### src/rtl/keypad_scan_ctrl_if.sv
// rtl/keypad_scan_ctrl_if.sv - keypad matrix and key-report signal bundle
interface keypad_scan_ctrl_if;
  logic [3:0] col;
  logic [3:0] row;
  logic [3:0] key_code;
  logic       key_valid;
  logic [3:0] digit_new;
  logic [3:0] digit_old;
  logic       held;

  // Controller side: reads the raw columns, drives rows and key reports.
  modport slave (
    input  col,
    output row, key_code, key_valid, digit_new, digit_old, held
  );

  // Keypad / consumer side.
  modport master (
    output col,
    input  row, key_code, key_valid, digit_new, digit_old, held
  );
endinterface

### src/rtl/keypad_scan_ctrl.sv
// rtl/keypad_scan_ctrl.sv - 4x4 keypad row scanner with debounce and two-digit history
module keypad_scan_ctrl #(
  parameter int DWELL    = 500,
  parameter int DEBOUNCE = 20000
) (
  input  logic                 clk,
  input  logic                 reset,
  keypad_scan_ctrl_if.slave    kp
);

  localparam int DW  = $clog2(DWELL);
  localparam int DBW = $clog2(DEBOUNCE + 1);
  localparam logic [DW-1:0]  DWELL_LAST = DW'(DWELL - 1);
  localparam logic [DBW-1:0] DEB_LAST   = DBW'(DEBOUNCE - 1);

  typedef enum logic [1:0] {
    ST_SCAN     = 2'd0,
    ST_DEBOUNCE = 2'd1,
    ST_HELD     = 2'd2,
    ST_RELEASE  = 2'd3
  } state_t;

  state_t          state, state_nxt;
  logic [3:0]      col_meta, cs;
  logic [1:0]      row_idx, row_idx_nxt;
  logic [DW-1:0]   dwell_cnt, dwell_nxt;
  logic [DBW-1:0]  deb_cnt, deb_nxt;
  logic [1:0]      lat_row, lat_col_idx, col_idx;
  logic [3:0]      lat_col;
  logic [3:0]      active_low;
  logic            one_low, key_bit, latch_en, accept;
  logic [3:0]      code;

  assign active_low = ~cs;
  // A single pressed column in the active row; anything else is idle or ghosting.
  assign one_low    = (active_low != 4'd0) && ((active_low & (active_low - 4'd1)) == 4'd0);
  assign key_bit    = cs[lat_col_idx];

  // Encode the single low column to its index for latching.
  always_comb begin
    col_idx = 2'd0;
    case (active_low)
      4'b0010: col_idx = 2'd1;
      4'b0100: col_idx = 2'd2;
      4'b1000: col_idx = 2'd3;
      default: col_idx = 2'd0;
    endcase
  end

  // Keypad legend lookup for the latched row/column.
  always_comb begin
    code = 4'h0;
    case ({lat_row, lat_col_idx})
      4'h0: code = 4'h1;  4'h1: code = 4'h2;  4'h2: code = 4'h3;  4'h3: code = 4'hA;
      4'h4: code = 4'h4;  4'h5: code = 4'h5;  4'h6: code = 4'h6;  4'h7: code = 4'hB;
      4'h8: code = 4'h7;  4'h9: code = 4'h8;  4'hA: code = 4'h9;  4'hB: code = 4'hC;
      4'hC: code = 4'hE;  4'hD: code = 4'h0;  4'hE: code = 4'hF;  4'hF: code = 4'hD;
      default: code = 4'h0;
    endcase
  end

  // Next-state and counter control; all decisions use the synchronized columns.
  always_comb begin
    state_nxt   = state;
    row_idx_nxt = row_idx;
    dwell_nxt   = dwell_cnt;
    deb_nxt     = deb_cnt;
    latch_en    = 1'b0;
    accept      = 1'b0;
    case (state)
      ST_SCAN: begin
        if (dwell_cnt == DWELL_LAST) begin
          dwell_nxt = '0;
          if (one_low) begin
            latch_en  = 1'b1;
            deb_nxt   = '0;
            state_nxt = ST_DEBOUNCE;
          end else begin
            row_idx_nxt = row_idx + 2'd1;
          end
        end else begin
          dwell_nxt = dwell_cnt + 1'b1;
        end
      end
      ST_DEBOUNCE: begin
        if (cs == lat_col) begin
          if (deb_cnt == DEB_LAST) begin
            state_nxt = ST_HELD;
            accept    = 1'b1;
            deb_nxt   = '0;
          end else begin
            deb_nxt = deb_cnt + 1'b1;
          end
        end else begin
          state_nxt   = ST_SCAN;
          row_idx_nxt = row_idx + 2'd1;
          dwell_nxt   = '0;
        end
      end
      ST_HELD: begin
        // Only the latched contact matters; rollover keys are ignored here.
        if (key_bit) begin
          state_nxt = ST_RELEASE;
          deb_nxt   = '0;
        end
      end
      ST_RELEASE: begin
        if (!key_bit) begin
          state_nxt = ST_HELD;
        end else if (deb_cnt == DEB_LAST) begin
          state_nxt   = ST_SCAN;
          row_idx_nxt = row_idx + 2'd1;
          dwell_nxt   = '0;
        end else begin
          deb_nxt = deb_cnt + 1'b1;
        end
      end
      default: begin
        state_nxt = ST_SCAN;
        dwell_nxt = '0;
      end
    endcase
  end

  // State register.
  always_ff @(posedge clk or negedge reset) begin
    if (!reset) state <= ST_SCAN;
    else        state <= state_nxt;
  end

  // Column synchronizer, counters, latched key and registered outputs.
  always_ff @(posedge clk or negedge reset) begin
    if (!reset) begin
      col_meta     <= 4'hF;
      cs           <= 4'hF;
      row_idx      <= 2'd0;
      dwell_cnt    <= '0;
      deb_cnt      <= '0;
      lat_row      <= 2'd0;
      lat_col      <= 4'd0;
      lat_col_idx  <= 2'd0;
      kp.row       <= 4'b1110;
      kp.key_code  <= 4'd0;
      kp.key_valid <= 1'b0;
      kp.digit_new <= 4'd0;
      kp.digit_old <= 4'd0;
      kp.held      <= 1'b0;
    end else begin
      col_meta     <= kp.col;
      cs           <= col_meta;
      row_idx      <= row_idx_nxt;
      dwell_cnt    <= dwell_nxt;
      deb_cnt      <= deb_nxt;
      kp.row       <= ~(4'b0001 << row_idx_nxt);
      kp.key_valid <= accept;
      kp.held      <= (state_nxt == ST_HELD) || (state_nxt == ST_RELEASE);
      if (latch_en) begin
        lat_row     <= row_idx;
        lat_col     <= cs;
        lat_col_idx <= col_idx;
      end
      if (accept) begin
        kp.key_code  <= code;
        kp.digit_old <= kp.digit_new;
        kp.digit_new <= code;
      end
    end
  end

endmodule

### src/flat_wrapper.sv
// flat-port wrapper written by rule: the top's interface ports become plain ports
module keypad_scan_ctrl_flat 
#(
  parameter int DWELL    = 500,
  parameter int DEBOUNCE = 20000
)
  (clk, reset, kp_col, kp_row, kp_key_code, kp_key_valid, kp_digit_new, kp_digit_old, kp_held);
  keypad_scan_ctrl_if kp_i ();
  input  logic clk;
  input  logic reset;
  input wire logic [$bits(kp_i.col)-1:0] kp_col;
  output wire logic [$bits(kp_i.row)-1:0] kp_row;
  output wire logic [$bits(kp_i.key_code)-1:0] kp_key_code;
  output wire logic [$bits(kp_i.key_valid)-1:0] kp_key_valid;
  output wire logic [$bits(kp_i.digit_new)-1:0] kp_digit_new;
  output wire logic [$bits(kp_i.digit_old)-1:0] kp_digit_old;
  output wire logic [$bits(kp_i.held)-1:0] kp_held;
  assign kp_i.col = kp_col;
  assign kp_row = kp_i.row;
  assign kp_key_code = kp_i.key_code;
  assign kp_key_valid = kp_i.key_valid;
  assign kp_digit_new = kp_i.digit_new;
  assign kp_digit_old = kp_i.digit_old;
  assign kp_held = kp_i.held;
  keypad_scan_ctrl #(.DWELL(DWELL), .DEBOUNCE(DEBOUNCE)) u_core (.clk(clk), .reset(reset), .kp(kp_i));
endmodule
### config.mk
export PLATFORM = sky130hd
export DESIGN_NAME = keypad_scan_ctrl_flat
export DESIGN_NICKNAME = d
export VERILOG_FILES = /design/src/rtl/keypad_scan_ctrl_if.sv /design/src/rtl/keypad_scan_ctrl.sv /design/src/flat_wrapper.sv
export SDC_FILE = /design/constraint.sdc
export NUM_CORES = 1
export LEC_CHECK = 0
export CAP_MARGIN = 10
export CELL_PAD_IN_SITES_DETAIL_PLACEMENT = 1
export CELL_PAD_IN_SITES_GLOBAL_PLACEMENT = 1
export CORE_MARGIN = 3
export CORE_UTILIZATION = 40
export CTS_BUF_LIST = sky130_fd_sc_hd__clkbuf_2
export DETAILED_ROUTE_END_ITERATION = 8
export HOLD_SLACK_MARGIN = 0.12
export PLACE_DENSITY_LB_ADDON = 0.25
export SYNTH_ARGS = -nofsm -noshare
export SYNTH_HDL_FRONTEND = slang
export SYNTH_SLANG_ARGS = --single-unit
export TNS_END_PERCENT = 20
### constraint.sdc
create_clock -name clk -period 2.4 [get_ports clk]
set_clock_uncertainty 0.15 [all_clocks]
set_input_delay 0.6 -clock clk [delete_from_list [all_inputs] [get_ports clk]]
set_output_delay 0.6 -clock clk [all_outputs]
set_load 0.02 [all_outputs]
==> qor.yml, run 1 <==
global_routing:
  grt_util_all_layers_pct: 19.16
  overflow: 0
  grt_pass1_vias: 2558
  grt_pass1_wl_um: 12880
  grt_max_degree: 41
  grt_antenna_before_repair: 0
synth:
  synth_common_cells: "dfrtp_1 (47), nand2_1 (27), o21ai_0 (20)"
  synthArstFlopShare_pct: 100.0
  ys_seq_elements: 58
  synth_cell_types: 58
  synthFlopType: "dfrtp_1"
  synth.area.top_cells: "dfrtp_1 (39%), dfstp_2 (9.6%), mux2_2 (3.8%)"
  yosys.area.top_type: "dfrtp_1"
  syn_nets: 302
  synth_most_common_cell: "dfrtp_1"
  yosys.area.top_type_share_pct: 39.18
  seq_area_frac_synth_pct: 48.81
  netlist_instances: 289
  syn_area_sq_mm: 0.003002
  yosys_warnings: 0
  synth_edf_count: 0
  syn_area_per_cell_sq_um: 10.39
die:
  die_h_um: 92.63
  initial_core_util_pct: 42.76
  io_pins: 24
  die_w_um: 92.63
  coreArea_sq_mm: 0.007019
  design.die.area_sq_mm: 0.008579
  rows: 30
timing:
  slew_headroom_pct: 68.02
  tightest_slew_ns: 0.4797
  fin_ws_ns: -0.09760
  setup-tns-final_ns: -0.7397
  finalSetupViolations: 14
  fmax_mhz: 400.4
  hold_viol_final: 0
  slew_viol_final: 0
  fin_crit_ns: 2.498
  rsz0062_at_grt: "true"
  fin_crit_sh_pct: 104.1
route:
  drtAntennaViolNets: 0
  avgViaCountPerCell: 5.498
  route.vias.total: 2463
  wl_per_cell_um: 16.94
  drt_iter0_drc: 87
  drc: 0
  wl_um: 7589
  first_pass_iters: 4
hold_path:
  hp-class: "reg2reg"
  hold_end: "u_core.cs[0]$_DFF_PN1_"
  min_from: "u_core.col_meta[0]$_DFF_PN1_"
  hold_path_depth: 0
worst_setup_path:
  max_stage_delay_ns: 0.58
  r2r_setup_slack_ns: -0.1
  critPathLaunchType: "flip-flop"
  cp.required_ns: 2.69
  cp.arrival_ns: 2.79
  cp_top_family: "simple AND/OR/NAND/NOR gates"
  crit_buf_inv: 1
  cp-end-kind: "flip-flop"
  path_class: "reg2reg"
  timing.rr.start: "u_core.cs[2]$_DFF_PN1_"
  slowest_stage: "dfstp_2"
  worstPathMaxFanout: 6
  crit_chain: "xor2_1 > or4_4 > a22oi_4 > nand4_4 > buf_4 > or3_1 > a21oi_1"
  rr_endpoint: "u_core.deb_cnt[9]$_DFFE_PN0P_"
  reg2reg_depth: 7
power_and_ir_drop:
  ir_drop_v: 0.0002782
  totalPowerFinal_mw: 1.693
  leakage_nw: 1.779
  power.density_mw_per_mm2: 442.0
placement:
  dpl.hpwl_um: 5615
  dpl.cell_count: 428
  place.gp.congestion: 0.7788
  io_buffers: 23
clocking:
  cts_sinks: 58
  numCtsBuffers: 9
  ctsRootBufferMaster: "clkbuf_2"
  htreeDepth: 3
  cts_buffer_depth: 2
  cts_tree: "yes"
  insertion_delay_ns: 0.51
  cts.clk_slew.worst_paths_ns: 0.16
outcome:
  outcome: "complete, but fails checks"
  violations: "negative setup slack"
cells_and_area:
  fillers: 788
  fin_util_pct: 54.58
  finalNonFillerCells: 448
  num-nets-final: 360
  area_delta_synth_final_pct: 27.64
  num_antenna_cells: 0
  drive_above_1_share_pct: 29.55
flow_run:
  cap_violations: 0
logic make-up (layout without fill, tap and decap cells):
kind of cell | count (synthesis) | after routing | synth area share (%)
and+or+nand+nor | 107 | 107 | 20.38
AOI/OAI and AO/OA | 70 | 70 | 15.63
DFF | 58 | 58 | 48.81
buffers and inverters | 23 | 86 | 3.835
muxes | 14 | 14 | 5.502
xor gates and xnor gates | 10 | 10 | 2.918
adders and majority gates | 7 | 7 | 2.918
through the flow:
stage               setup slack [ns]  hold slack [ns]  instance area, sq um
global placement            -0.04713           0.1977                  3573
finish                      -0.09760           0.2076                  3831
global route                 -0.2135           0.2276                  3831
CTS                         -0.09860           0.2170                  3767
floorplan                   -0.07089           0.1544                  3027
detailed placement           -0.1046           0.1979                  3573
how the worst max path moves through the flow:
stage | startpoint | to | slack, ns | cells after the start
6_report | u_core.cs[2]$_DFF_PN1_ | u_core.deb_cnt[9]$_DFFE_PN0P_ | -0.1 | 7
5_1_grt | u_core.cs[2]$_DFF_PN1_ | u_core.deb_cnt[14]$_DFFE_PN0P_ | -0.21 | 9
4_1_cts | u_core.cs[1]$_DFF_PN1_ | u_core.deb_cnt[13]$_DFFE_PN0P_ | -0.1 | 6
3_5_place_dp | u_core.cs[1]$_DFF_PN1_ | u_core.deb_cnt[2]$_DFFE_PN0P_ | -0.10 | 7
3_3_place_gp | u_core.cs[1]$_DFF_PN1_ | u_core.deb_cnt[2]$_DFFE_PN0P_ | -0.05 | 7
2_1_floorplan | u_core.cs[1]$_DFF_PN1_ | u_core.deb_cnt[2]$_DFFE_PN0P_ | -0.07 | 8
registers in the layout (all words and copies together) (netlist names), 2 cells and up:
name and count:
u_core.lat_col_idx 2, u_core.dwell_cnt 9, u_core.state 2, u_core.lat_col 4
u_core.kp.key_code 4, u_core.row_idx 2, u_core.kp.row 4, u_core.lat_row 2
u_core.col_meta 4, u_core.deb_cnt 15, u_core.cs 4, u_core.kp.digit_old 4
cells in the final DEF (no fill, tap or decap), types with 4 or more instances in the layout:
cell type | netlist | final
clkbuf_2 | 0 | 11
inv_1 | 6 | 6
dlymetal6s2s_1 | 0 | 5
mux2_2 | 10 | 10
a21oi_2 | 1 | 4
a21oi_1 | 15 | 12
o21ai_0 | 20 | 16
nor3_1 | 4 | 4
buf_6 | 1 | 7
a21o_1 | 4 | 4
nand2_1 | 27 | 27
and3_1 | 7 | 7
o31ai_1 | 7 | 6
nand3_1 | 9 | 8
dfrtp_1 | 47 | 47
nand4_1 | 4 | 4
dfstp_2 | 11 | 11
clkdlybuf4s50_1 | 0 | 14
o21ai_1 | 1 | 4
nand2b_1 | 8 | 7
nor2_1 | 16 | 15
xor2_1 | 7 | 7
or3_1 | 5 | 4
buf_4 | 4 | 31
ha_1 | 7 | 6
layout make-up:
type	count	area [sq um]	share of cell area [%]
inverter	6	22.52	0.5879
clock inverter	5	56.30	1.470
multi-input combinational	208	1516	39.58
sequential	58	1465	38.24
tap	96	120.1	3.135
clock buffer	11	55.05	1.437
timing repair buffer	64	595.6	15.55
metal layers:
layer	vias to the layer above	GRT usage [%]	wire length, um	share of wire, %
li1	1172	-	-	-
met1	1232	23.16	3371	44
met2	45	32.99	3800	50
met3	14	4.712	279	3.7
met4	0	7.204	138	1.8
met5	-	0	0	0
power by group:
group / internal [mW] / total, mW / leakage (nW) / switching [mW]
combinational: 0.0314 / 0.0698 / 0.949 / 0.0385
sequential: 0.991 / 0.994 / 0.758 / 0.00343
clock: 0.247 / 0.629 / 0.0719 / 0.382
total: 1.27 / 1.69 / 1.78 / 0.424
repair_timing:
item / 4_1_cts / 5_1_grt
endpoints found under the hold margin: 18 / 0
hold buffers: 1 / 0
resized for setup: 16 / 22
pin swaps: 3 / 13
gates cloned: 0 / 0
setup buffers: 2 / 1
setup endpoints to repair: 26 / 35
(Power assumes the default switching activity.)
==> run 2: changes to the inputs <==
--- a/config.mk
+++ b/config.mk
@@ -9,10 +9,11 @@
 export CELL_PAD_IN_SITES_DETAIL_PLACEMENT = 1
 export CELL_PAD_IN_SITES_GLOBAL_PLACEMENT = 1
 export CORE_MARGIN = 3
-export CORE_UTILIZATION = 40
+export CORE_UTILIZATION = 30
 export CTS_BUF_LIST = sky130_fd_sc_hd__clkbuf_2
 export DETAILED_ROUTE_END_ITERATION = 8
 export HOLD_SLACK_MARGIN = 0.12
+export MAX_ROUTING_LAYER = met4
 export PLACE_DENSITY_LB_ADDON = 0.25
 export SYNTH_ARGS = -nofsm -noshare
 export SYNTH_HDL_FRONTEND = slang
==> qor.yml, run 2 (synthesis results as in run 1) <==
outcome:
  outcome: "complete, but fails checks"
  violations: "negative setup slack"
worst_setup_path:
  cp_top_family: "simple AND/OR/NAND/NOR gates"
  crit_buf_inv: 1
  max_stage_delay_ns: 0.57
  worstSetupStartpoint: "u_core.cs[1]$_DFF_PN1_"
  cp.arrival_ns: 2.79
  cp_common_cell: "or4_4"
  setup.worst_path.end: "u_core.deb_cnt[11]$_DFFE_PN0P_"
  cp.depth: 7
  slowest_stage: "dfstp_2"
  crit_chain: "xor2_1 > or4_4 > a22oi_4 > buf_6 > nand4_4 > or4_4 > a21oi_2"
  critPathLaunchType: "flip-flop"
  r2r_setup_slack_ns: -0.11
  path_class: "reg2reg"
  cp.required_ns: 2.68
  timing.rr.start: "u_core.cs[1]$_DFF_PN1_"
  cp-end-kind: "flip-flop"
  worstPathMaxFanout: 4
  rr_endpoint: "u_core.deb_cnt[11]$_DFFE_PN0P_"
  reg2reg_depth: 7
clocking:
  cts_buffer_depth: 2
  insertion_delay_ns: 0.52
  htreeDepth: 3
  numCtsBuffers: 9
  cts_tree: "yes"
  ctsRootBufferMaster: "clkbuf_2"
  cts.clk_slew.worst_paths_ns: 0.16
  cts_sinks: 58
timing:
  finalSetupViolations: 15
  rsz0062_at_grt: "true"
  fin_crit_ns: 2.512
  fin_crit_sh_pct: 104.7
  hold_viol_final: 0
  fmax_mhz: 398.1
  slew_viol_final: 0
  tightest_slew_ns: 0.5333
  fin_ws_ns: -0.1118
  slew_headroom_pct: 64.45
route:
  drc: 0
  wl_um: 7476
  first_pass_iters: 4
  drt_iter0_drc: 96
  avgViaCountPerCell: 5.063
  route.vias.total: 2486
  drtAntennaViolNets: 0
  wl_per_cell_um: 15.23
power_and_ir_drop:
  totalPowerFinal_mw: 1.591
  ir_drop_v: 0.0002249
  leakage_nw: 1.793
  power.density_mw_per_mm2: 408.3
cells_and_area:
  multiInputGateArea_sq_mm: 0.001504
  num_antenna_cells: 0
  fin_area_sq_mm: 0.003896
  largest_register_ffs: 15
  seq_area_sq_mm: 0.001465
  top_regs: "u_core.deb_cnt (15), u_core.dwell_cnt (9)"
  regMostFlops: "u_core.deb_cnt"
  drive_above_1_share_pct: 30.11
  layout_common_cells: "dfrtp_1 (47), buf_4 (42), nand2_1 (27)"
  num-nets-final: 370
  fillers: 1108
  area_delta_synth_final_pct: 29.80
  final_common_cell: "dfrtp_1"
  fin_util_pct: 41.19
die:
  die_w_um: 106.0
  coreArea_sq_mm: 0.009459
  rows: 35
  design.die.area_sq_mm: 0.01124
  io_pins: 24
  initial_core_util_pct: 31.73
  die_h_um: 106.0
hold_path:
  min_from: "u_core.col_meta[2]$_DFF_PN1_"
  hp-class: "reg2reg"
placement:
  io_buffers: 23
  dpl.hpwl_um: 5468
  place_area_sq_mm: 0.003677
  dp_slack_ns: -0.1434
  place.gp.congestion: 0.7916
global_routing:
  grt_max_degree: 29
  grt_pass1_wl_um: 13010
  grt_antenna_before_repair: 0
  overflow: 0
  grt_util_all_layers_pct: 14.84
  grt_pass1_vias: 2671
flow_run:
  cap_violations: 0
## run 2: how the worst min path moves through the flow
| stage | to | slack [ns] | cells past startpoint |
|---|---|---|---|
| after floorplan | u_core.deb_cnt[0]$_DFFE_PN0P_ | 0.15 | 0 |
| after global placement | u_core.cs[2]$_DFF_PN1_ | 0.20 | 0 |
| after detailed placement | u_core.cs[2]$_DFF_PN1_ | 0.20 | 0 |
| after CTS | u_core.cs[2]$_DFF_PN1_ | 0.21 | 0 |
| after global routing | u_core.cs[2]$_DFF_PN1_ | 0.20 | 0 |
| final | u_core.cs[2]$_DFF_PN1_ | 0.21 | 0 |
## run 2: routing by layer
metal  up-vias  routed length [um]  global-route usage (%)
li1       1189                   -                       -
met1      1262                3378                   17.92
met2        25                3796                   25.09
met3        10                 208                   3.097
met4         0                  93                   4.440
met5         -                   0                       -
## run 2: layout make-up
type	instances	area share [%]
multi-input cells	208	38.60
inverters	6	0.5780
flip-flops and latches	58	37.60
well taps	129	4.143
repair buffers	74	16.76
clock buffers	9	1.156
clock inverters	7	1.156
## run 2: repair_timing
| action | CTS | global route |
|---|---|---|
| setup endpoints to repair | 20 | 27 |
| resized for setup | 16 | 12 |
| hold buffers | 1 | 0 |
| buffers inserted | 2 | 1 |
| hold endpoints to repair | 18 | 0 |
| pin swaps | 10 | 6 |
## run 2: stage by stage
step | hold WS, ns | setup TNS, ns | std cells
floorplan | 0.1544 | -0.4919 | 289
global route | 0.2004 | -2.073 | 491
CTS | 0.2112 | -1.078 | 490
finish | 0.2129 | -0.7385 | 491
detailed placement | 0.2000 | -1.410 | 471
global placement | 0.1989 | -0.7844 | 471
## run 2: power breakdown
| group | internal [mW] | total, mW | switching, mW |
|---|---|---|---|
| sequential | 0.991 | 0.995 | 0.00390 |
| combinational | 0.0290 | 0.0653 | 0.0363 |
| clock | 0.131 | 0.531 | 0.400 |
| total | 1.15 | 1.59 | 0.440 |
## run 2: worst register-to-register path: stages, from the launching register on
cell and delay, ns:
dfstp_2 0.57, xor2_1 0.08, or4_4 0.57, a22oi_4 0.21, buf_6 0.13, nand4_4 0.10
or4_4 0.51, a21oi_2 0.13
==> run 3: changes to the inputs <==
--- a/config.mk
+++ b/config.mk
@@ -5,7 +5,7 @@
 export SDC_FILE = /design/constraint.sdc
 export NUM_CORES = 1
 export LEC_CHECK = 0
-export CAP_MARGIN = 10
+export CAP_MARGIN = 30
 export CELL_PAD_IN_SITES_DETAIL_PLACEMENT = 1
 export CELL_PAD_IN_SITES_GLOBAL_PLACEMENT = 1
 export CORE_MARGIN = 3
@@ -14,7 +14,7 @@
 export DETAILED_ROUTE_END_ITERATION = 8
 export HOLD_SLACK_MARGIN = 0.12
 export MAX_ROUTING_LAYER = met4
-export PLACE_DENSITY_LB_ADDON = 0.25
+export PLACE_DENSITY_LB_ADDON = 0.1
 export SYNTH_ARGS = -nofsm -noshare
 export SYNTH_HDL_FRONTEND = slang
 export SYNTH_SLANG_ARGS = --single-unit
==> qor.yml, run 3 (synthesis results as in run 1) <==
worst_setup_path:
  crit_chain: "xor2_1 > or4_4 > a22oi_4 > nand4_4 > or4_4 > a21oi_2"
  cp-end-kind: "flip-flop"
  critPathLaunchType: "flip-flop"
  crit_buf_inv: 0
  cp_common_cell: "or4_4"
  slowest_stage: "dfstp_2"
  max_stage_delay_ns: 0.57
  cp.required_ns: 2.67
  cp.arrival_ns: 2.81
  path_class: "reg2reg"
  cp_top_family: "simple AND/OR/NAND/NOR gates"
  worstPathMaxFanout: 5
timing:
  hold_viol_final: 0
  tightest_slew_ns: 0.3955
  hold-worst-slack_ns: 0.2135
  slew_headroom_pct: 73.56
  fin_ws_ns: -0.1445
  finalSetupViolations: 17
  rsz0062_at_grt: "true"
  fin_crit_sh_pct: 106.0
  fmax_mhz: 393.0
  slew_viol_final: 0
  fin_crit_ns: 2.545
cells_and_area:
  num_antenna_cells: 0
  layout_common_cells: "dfrtp_1 (47), buf_4 (40), nand2_1 (27)"
  final_common_cell: "dfrtp_1"
  fin_area_sq_mm: 0.003934
  drive_above_1_share_pct: 29.81
  area_delta_synth_final_pct: 31.05
  num-nets-final: 367
  fin_util_pct: 41.59
  largest_register_ffs: 15
  regMostFlops: "u_core.deb_cnt"
  top_regs: "u_core.deb_cnt (15), u_core.dwell_cnt (9)"
  fillers: 1083
global_routing:
  grt_pass1_wl_um: 12170
  grt_antenna_before_repair: 0
  grt_util_all_layers_pct: 14.15
  grt_max_degree: 59
  overflow: 0
  grt_pass1_vias: 2433
die:
  design.die.area_sq_mm: 0.01124
  io_pins: 24
  rows: 35
  initial_core_util_pct: 31.73
  coreArea_sq_mm: 0.009459
  die_w_um: 106.0
  die_h_um: 106.0
hold_path:
  hp-class: "reg2reg"
clocking:
  cts.clk_slew.worst_paths_ns: 0.16
  cts_buffer_depth: 2
  htreeDepth: 3
  ctsRootBufferMaster: "clkbuf_2"
  cts_tree: "yes"
  insertion_delay_ns: 0.49
  numCtsBuffers: 9
  cts_sinks: 58
route:
  route.vias.total: 2444
  avgViaCountPerCell: 5.008
  wl_um: 7403
  drc: 0
  first_pass_iters: 4
  drtAntennaViolNets: 0
  drt_iter0_drc: 73
  wl_per_cell_um: 15.17
power_and_ir_drop:
  ir_drop_v: 0.0002436
  totalPowerFinal_mw: 1.782
  leakage_nw: 1.723
  power.density_mw_per_mm2: 453.0
placement:
  place_area_sq_mm: 0.003652
  dp_slack_ns: -0.1549
  io_buffers: 23
  dpl.hpwl_um: 5338
  place.gp.congestion: 0.8107
flow_run:
  cap_violations: 0
outcome:
  outcome: "complete, but fails checks"
  violations: "negative setup slack"
run 3: worst register-to-register path, stage by stage (launching register included):
cell and delay [ns]:
dfstp_2 0.57, xor2_1 0.08, or4_4 0.57, a22oi_4 0.28, nand4_4 0.16, or4_4 0.56, a21oi_2 0.13
run 3: path summary, 6_finish.rpt:
path / slack (ns) / from / depth (start not counted) / end
max: -0.14 / u_core.cs[0]$_DFF_PN1_ / 6 / u_core.deb_cnt[13]$_DFFE_PN0P_
min: 0.21 / u_core.col_meta[2]$_DFF_PN1_ / 0 / u_core.cs[2]$_DFF_PN1_
max reg2reg: -0.14 / u_core.cs[0]$_DFF_PN1_ / 6 / u_core.deb_cnt[13]$_DFFE_PN0P_
min reg2reg: 0.21 / u_core.col_meta[2]$_DFF_PN1_ / 0 / u_core.cs[2]$_DFF_PN1_
max in group asynchronous: 1.29 / reset / 3 / u_core.cs[1]$_DFF_PN1_
min in group asynchronous: 0.47 / reset / 3 / u_core.kp.key_code[0]$_DFFE_PN0P_
run 3: power breakdown:
group	total, mW	internal, mW	switching (mW)
Sequential	0.995	0.991	0.00449
Clock	0.720	0.342	0.377
Combinational	0.0672	0.0300	0.0372
Total	1.78	1.36	0.419
run 3: repair_timing:
action / 4_1_cts / 5_1_grt
endpoints found under the hold margin: 47 / 0
gates resized for setup: 13 / 14
pin swaps: 8 / 8
setup buffers: 2 / 3
hold buffers: 1 / 0
setup endpoints to repair: 20 / 32
run 3: layer usage:
layer	GRT usage, %	routed length, um	vias up	part of all wire (%)
met5	-	0	-	0
met4	4.718	97	0	1.3
met3	3.522	209	11	2.8
met2	23.00	3538	38	48
met1	17.32	3558	1208	48
li1	-	-	1187	-
run 3: final cells by class:
class | instances | area [sq um] | share of cell area [%]
Multi-Input combinational cell | 208 | 1525 | 38.77
Sequential cell | 58 | 1465 | 37.25
Timing Repair Buffer | 71 | 628.1 | 15.97
Tap cell | 129 | 161.4 | 4.103
Clock inverter | 6 | 81.33 | 2.067
Clock buffer | 10 | 50.05 | 1.272
Inverter | 6 | 22.52 | 0.5725
run 3: per-stage QoR:
step / std cells / setup TNS, ns
CTS: 485 / -1.088
detailed placement: 466 / -1.303
global placement: 466 / -0.6427
global route: 488 / -2.832
floorplan: 289 / -0.4919
finish: 488 / -1.225
